`src/rtl/reg_bank8_if.sv`:
```
// Write/read bus for reg_bank8: one write port, one registered read port, written flags.
interface reg_bank8_if #(
    parameter int unsigned BUS_WIDTH = 16
);
    logic                 wr_en;
    logic [2:0]           wr_addr;
    logic [BUS_WIDTH-1:0] wr_data;
    logic                 rd_en;
    logic [2:0]           rd_addr;
    logic [BUS_WIDTH-1:0] rd_data;
    logic                 rd_valid;
    logic [7:0]           written;

    modport master (
        output wr_en, wr_addr, wr_data, rd_en, rd_addr,
        input  rd_data, rd_valid, written
    );

    modport slave (
        input  wr_en, wr_addr, wr_data, rd_en, rd_addr,
        output rd_data, rd_valid, written
    );
endinterface

```
`src/rtl/reg_bank8.sv`:
```
// Eight-entry register bank with demultiplexed write strobe and 1-cycle registered read.
// Optional REG_BANK_BYPASS_EN forwards same-address write data to a same-cycle read.
module reg_bank8 #(
    parameter int unsigned BUS_WIDTH = 16
) (
    input  logic        clk,
    input  logic        rst_n,
    reg_bank8_if.slave  bus
);
    localparam int unsigned N_ENTRIES = 8;

    logic [BUS_WIDTH-1:0] r_mem [N_ENTRIES];
    logic [BUS_WIDTH-1:0] r_rd_data;
    logic                 r_rd_valid;
    logic [N_ENTRIES-1:0] r_written;

    logic [N_ENTRIES-1:0] w_wr_sel;
    logic [BUS_WIDTH-1:0] w_rd_word;

    // 1-to-8 demux of the write strobe
    always_comb begin
        w_wr_sel = '0;
        if (bus.wr_en) begin
            w_wr_sel[bus.wr_addr] = 1'b1;
        end
    end

    // Read word selection; the bypass build forwards a colliding write
    always_comb begin
        w_rd_word = r_mem[bus.rd_addr];
`ifdef REG_BANK_BYPASS_EN
        if (bus.wr_en && (bus.wr_addr == bus.rd_addr)) begin
            w_rd_word = bus.wr_data;
        end
`endif
    end

    always_ff @(posedge clk) begin
        if (!rst_n) begin
            for (int unsigned i = 0; i < N_ENTRIES; i++) begin
                r_mem[i] <= '0;
            end
            r_rd_data  <= '0;
            r_rd_valid <= 1'b0;
            r_written  <= '0;
        end else begin
            for (int unsigned i = 0; i < N_ENTRIES; i++) begin
                if (w_wr_sel[i]) begin
                    r_mem[i] <= bus.wr_data;
                end
            end
            r_written  <= r_written | w_wr_sel;
            r_rd_valid <= bus.rd_en;
            if (bus.rd_en) begin
                r_rd_data <= w_rd_word;
            end
        end
    end

    assign bus.rd_data  = r_rd_data;
    assign bus.rd_valid = r_rd_valid;
    assign bus.written  = r_written;
endmodule

```
`src/flat_wrapper.sv`:
```
// flat-port wrapper written by rule: the top's interface ports become plain ports
module reg_bank8_flat 
#(
    parameter int unsigned BUS_WIDTH = 16
)
  (clk, rst_n, bus_wr_en, bus_wr_addr, bus_wr_data, bus_rd_en, bus_rd_addr, bus_rd_data, bus_rd_valid, bus_written);
  reg_bank8_if #(.BUS_WIDTH(BUS_WIDTH)) bus_i ();
  input  logic clk;
  input  logic rst_n;
  input wire logic [$bits(bus_i.wr_en)-1:0] bus_wr_en;
  input wire logic [$bits(bus_i.wr_addr)-1:0] bus_wr_addr;
  input wire logic [$bits(bus_i.wr_data)-1:0] bus_wr_data;
  input wire logic [$bits(bus_i.rd_en)-1:0] bus_rd_en;
  input wire logic [$bits(bus_i.rd_addr)-1:0] bus_rd_addr;
  output wire logic [$bits(bus_i.rd_data)-1:0] bus_rd_data;
  output wire logic [$bits(bus_i.rd_valid)-1:0] bus_rd_valid;
  output wire logic [$bits(bus_i.written)-1:0] bus_written;
  assign bus_i.wr_en = bus_wr_en;
  assign bus_i.wr_addr = bus_wr_addr;
  assign bus_i.wr_data = bus_wr_data;
  assign bus_i.rd_en = bus_rd_en;
  assign bus_i.rd_addr = bus_rd_addr;
  assign bus_rd_data = bus_i.rd_data;
  assign bus_rd_valid = bus_i.rd_valid;
  assign bus_written = bus_i.written;
  reg_bank8 #(.BUS_WIDTH(BUS_WIDTH)) u_core (.clk(clk), .rst_n(rst_n), .bus(bus_i));
endmodule
```
`config.mk`:
```
export PLATFORM = sky130hd
export DESIGN_NAME = reg_bank8_flat
export DESIGN_NICKNAME = d
export VERILOG_FILES = /design/src/rtl/reg_bank8_if.sv /design/src/rtl/reg_bank8.sv /design/src/flat_wrapper.sv
export SDC_FILE = /design/constraint.sdc
export NUM_CORES = 1
export LEC_CHECK = 0
export BUFFER_PORTS_ARGS = -buffer_cell sky130_fd_sc_hd__buf_2
export CAP_MARGIN = 20
export CORE_ASPECT_RATIO = 1.75
export CORE_UTILIZATION = 55
export CTS_BUF_LIST = sky130_fd_sc_hd__clkbuf_8
export CTS_CLUSTER_DIAMETER = 200
export DETAILED_ROUTE_END_ITERATION = 6
export PLACE_DENSITY = 0.74
export REMOVE_ABC_BUFFERS = 1
export SYNTH_ARGS = -nofsm -noshare
export SYNTH_HDL_FRONTEND = slang
export SYNTH_SLANG_ARGS = --single-unit
export TNS_END_PERCENT = 20
```
`constraint.sdc`:
```
create_clock -name clk -period 4.6 [get_ports clk]
set_input_delay 0.23 -clock clk [delete_from_list [all_inputs] [get_ports clk]]
set_output_delay 0.23 -clock clk [all_outputs]
set_load 0.02 [all_outputs]
```
==> flow_metrics.env <==
export IMPL_status="finished clean"
export IMPL_wl_um=12850
export IMPL_cts_setup_buffers=0
export IMPL_syn_to_final_growth_pct=11.13
export IMPL_cts_sink_count=153
export IMPL_arrival_ns=2.11
export IMPL_synth_area_um2=6342
export IMPL_critPathMaxFanout=18
export IMPL_cts_hold_buf=0
export IMPL_clk_pin_slew_worst_paths_ns=0.08
export IMPL_dp_cells=638
export IMPL_r2r_start="u_core.r_mem[6][6]$_DFFE_PP_"
export IMPL_endpoint_kind="register"
export IMPL_fin_cells=670
export IMPL_post_route_util_pct=63.11
export IMPL_drc=0
export IMPL_die_area_um2=11980
export IMPL_antenna_cells=0
export IMPL_cp_required_ns=4.66
export IMPL_place_ws_ns=2.122
export IMPL_startpoint_type="input port"
export IMPL_setup_violations=0
export IMPL_wl_per_cell_um=19.19
export IMPL_fin_nets=551
export IMPL_drive_above_1_share_pct=21.38
export IMPL_fmax_mhz=488.3
export IMPL_vias_per_cell=5.804
export IMPL_postCtsResizedCells=0
export IMPL_layout_commonest_cell="edfxtp_1"
export IMPL_hp_start="bus_wr_addr[1]"
export IMPL_slew_violations=0
export IMPL_die_height_um=144.1
export IMPL_min_path_cells=4
export IMPL_total_power_uw=3026
export IMPL_startpoint="bus_wr_addr[2]"
export IMPL_ant_nets=0
export IMPL_grt_use_total_pct=22.34
export IMPL_powerDensity_nw_per_um2=429.3
export IMPL_io_buffer_count=50
export IMPL_critPathKind="in -> reg"
export IMPL_skew_ns=0.01279
export IMPL_cts_root_buffer="clkbuf_8"
export IMPL_ys_seq_area_share_pct=68.49
export IMPL_dr_pass1_iters=5
export IMPL_slew_headroom_pct=35.56
export IMPL_hold_violations=0
export IMPL_final_setup_worst_slack_ns=2.552
export IMPL_ys_types=26
export IMPL_clock_latency_ns=0.44
export IMPL_leakagePower_uw=0.002741
export IMPL_ys_ff_latch=153
export IMPL_cts_buffers=17
export IMPL_dp_hpwl_um=7743
export IMPL_synthCells=481
export IMPL_cts_max_level=4
export IMPL_worstMarginPinSlew_ns=0.9666
export IMPL_row_count=51
export IMPL_hold_class="in -> reg"
export IMPL_antenna_found_initial=0
export IMPL_via_count=3889
export IMPL_clock_path_buffers=2
export IMPL_grt_pass1_wl_um=19550
export IMPL_yosys_warnings=0
export IMPL_grt_pass1_vias=3889
export IMPL_rr_worst_depth=4
export IMPL_max_cap_viol_count=0
export IMPL_routabilityCongestion=0.7502
export IMPL_fp_dieW_um=83.18
export IMPL_initial_core_util_pct=56.80
export IMPL_cts_tree="built"
export IMPL_setup_tns_ns=0
export IMPL_grt_ovfl_total=0
export IMPL_core_area_um2=11170
export IMPL_avgSynthCellArea_um2=13.19
export IMPL_rsz0062_at_grt="false"
export IMPL_vdd_drop_max_mv=0.2951
export IMPL_final_cell_mix="128 x edfxtp_1, 100 x nor2_1, 50 x buf_2"
export IMPL_drtIter0Drc=256
export IMPL_post_route_min_period_ns=2.048
export IMPL_layout_worst_path_cycle_share_pct=44.52
export IMPL_grt_max_degree=65
export IMPL_ios=51
-- layout make-up --
type / count / area, µm²
clock buffers: 20 / 275.3
multi-input cells: 279 / 1722
flip-flops and latches: 153 / 4344
inverters: 19 / 71.32
fillers: 829 / 4119
well taps: 132 / 165.2
repair buffers: 55 / 287.8
clock inverters: 12 / 182.7
-- logic make-up after synthesis --
logic type | Yosys count | share of synthesized area, %
compound gates | 74 | 7.615
simple gates | 141 | 8.798
flops | 153 | 68.49
mux | 64 | 10.73
buf+inv | 49 | 4.360
-- state kept, by name, indices dropped and copies added, names as in the netlist --
register,flops
u_core.bus.rd_valid,1
u_core.bus.rd_data,16
u_core.r_mem,128
u_core.bus.written,8
-- final timing paths --
path | to | slack, ns
hold / removal | u_core.bus.written[0]$_SDFF_PN0_ | 0.22
setup reg to reg | u_core.bus.rd_data[6]$_SDFFE_PN0P_ | 3.37
hold reg to reg | u_core.bus.written[3]$_SDFF_PN0_ | 0.47
setup / recovery | u_core.r_mem[5][0]$_SDFFCE_PN0P_ | 2.55
-- where the power goes --
| group | internal [µW] | total [µW] | switching, µW |
|---|---|---|---|
| logic | 95.4 | 259 | 164 |
| registers | 1600 | 1630 | 27.5 |
| clock network | 680 | 1140 | 457 |
-- critical path, stage by stage --
cell and delay (ns):
buf_2 0.11, nor2b_1 0.22, nand3_1 0.65, nand2_1 0.90
-- layer usage --
| layer | up-vias | global-route usage, % | wire [µm] |
|---|---|---|---|
| met1 | 1908 | 25.13 | 4987 |
| met3 | 17 | 4.795 | 688 |
| li1 | 1825 | - | - |
| met5 | - | 0 | 0 |
| met2 | 139 | 40.98 | 6954 |
| met4 | 0 | 9.256 | 224 |
-- cells in the mapped netlist, drive strengths merged --
library cell	count	share of area, %
a21boi	3	0.36
a21oi	19	1.5
a221o	15	2.4
a22oi	1	0.12
and2	1	0.099
buf	14	2.3
clkbuf	16	0.95
dfxtp	25	7.9
edfxtp	128	61
inv	19	1.1
mux2	32	5.7
mux2i	32	5.1
nand2	28	1.7
nand2b	2	0.20
nand3	3	0.24
nor2	100	5.9
nor2b	7	0.69
o21a	2	0.24
o21ai	18	1.4
o221ai	1	0.14
o22ai	15	1.5
-- metrics by stage --
step	cell area, µm²	hold slack (ns)
global route	7048	0.2492
detailed placement	6590	0.4579
global placement	6590	0.4471
floorplan	6137	0.3194
finish	7048	0.2203
CTS	7048	0.1917
No activity file was read; power rests on OpenSTA's default activity.
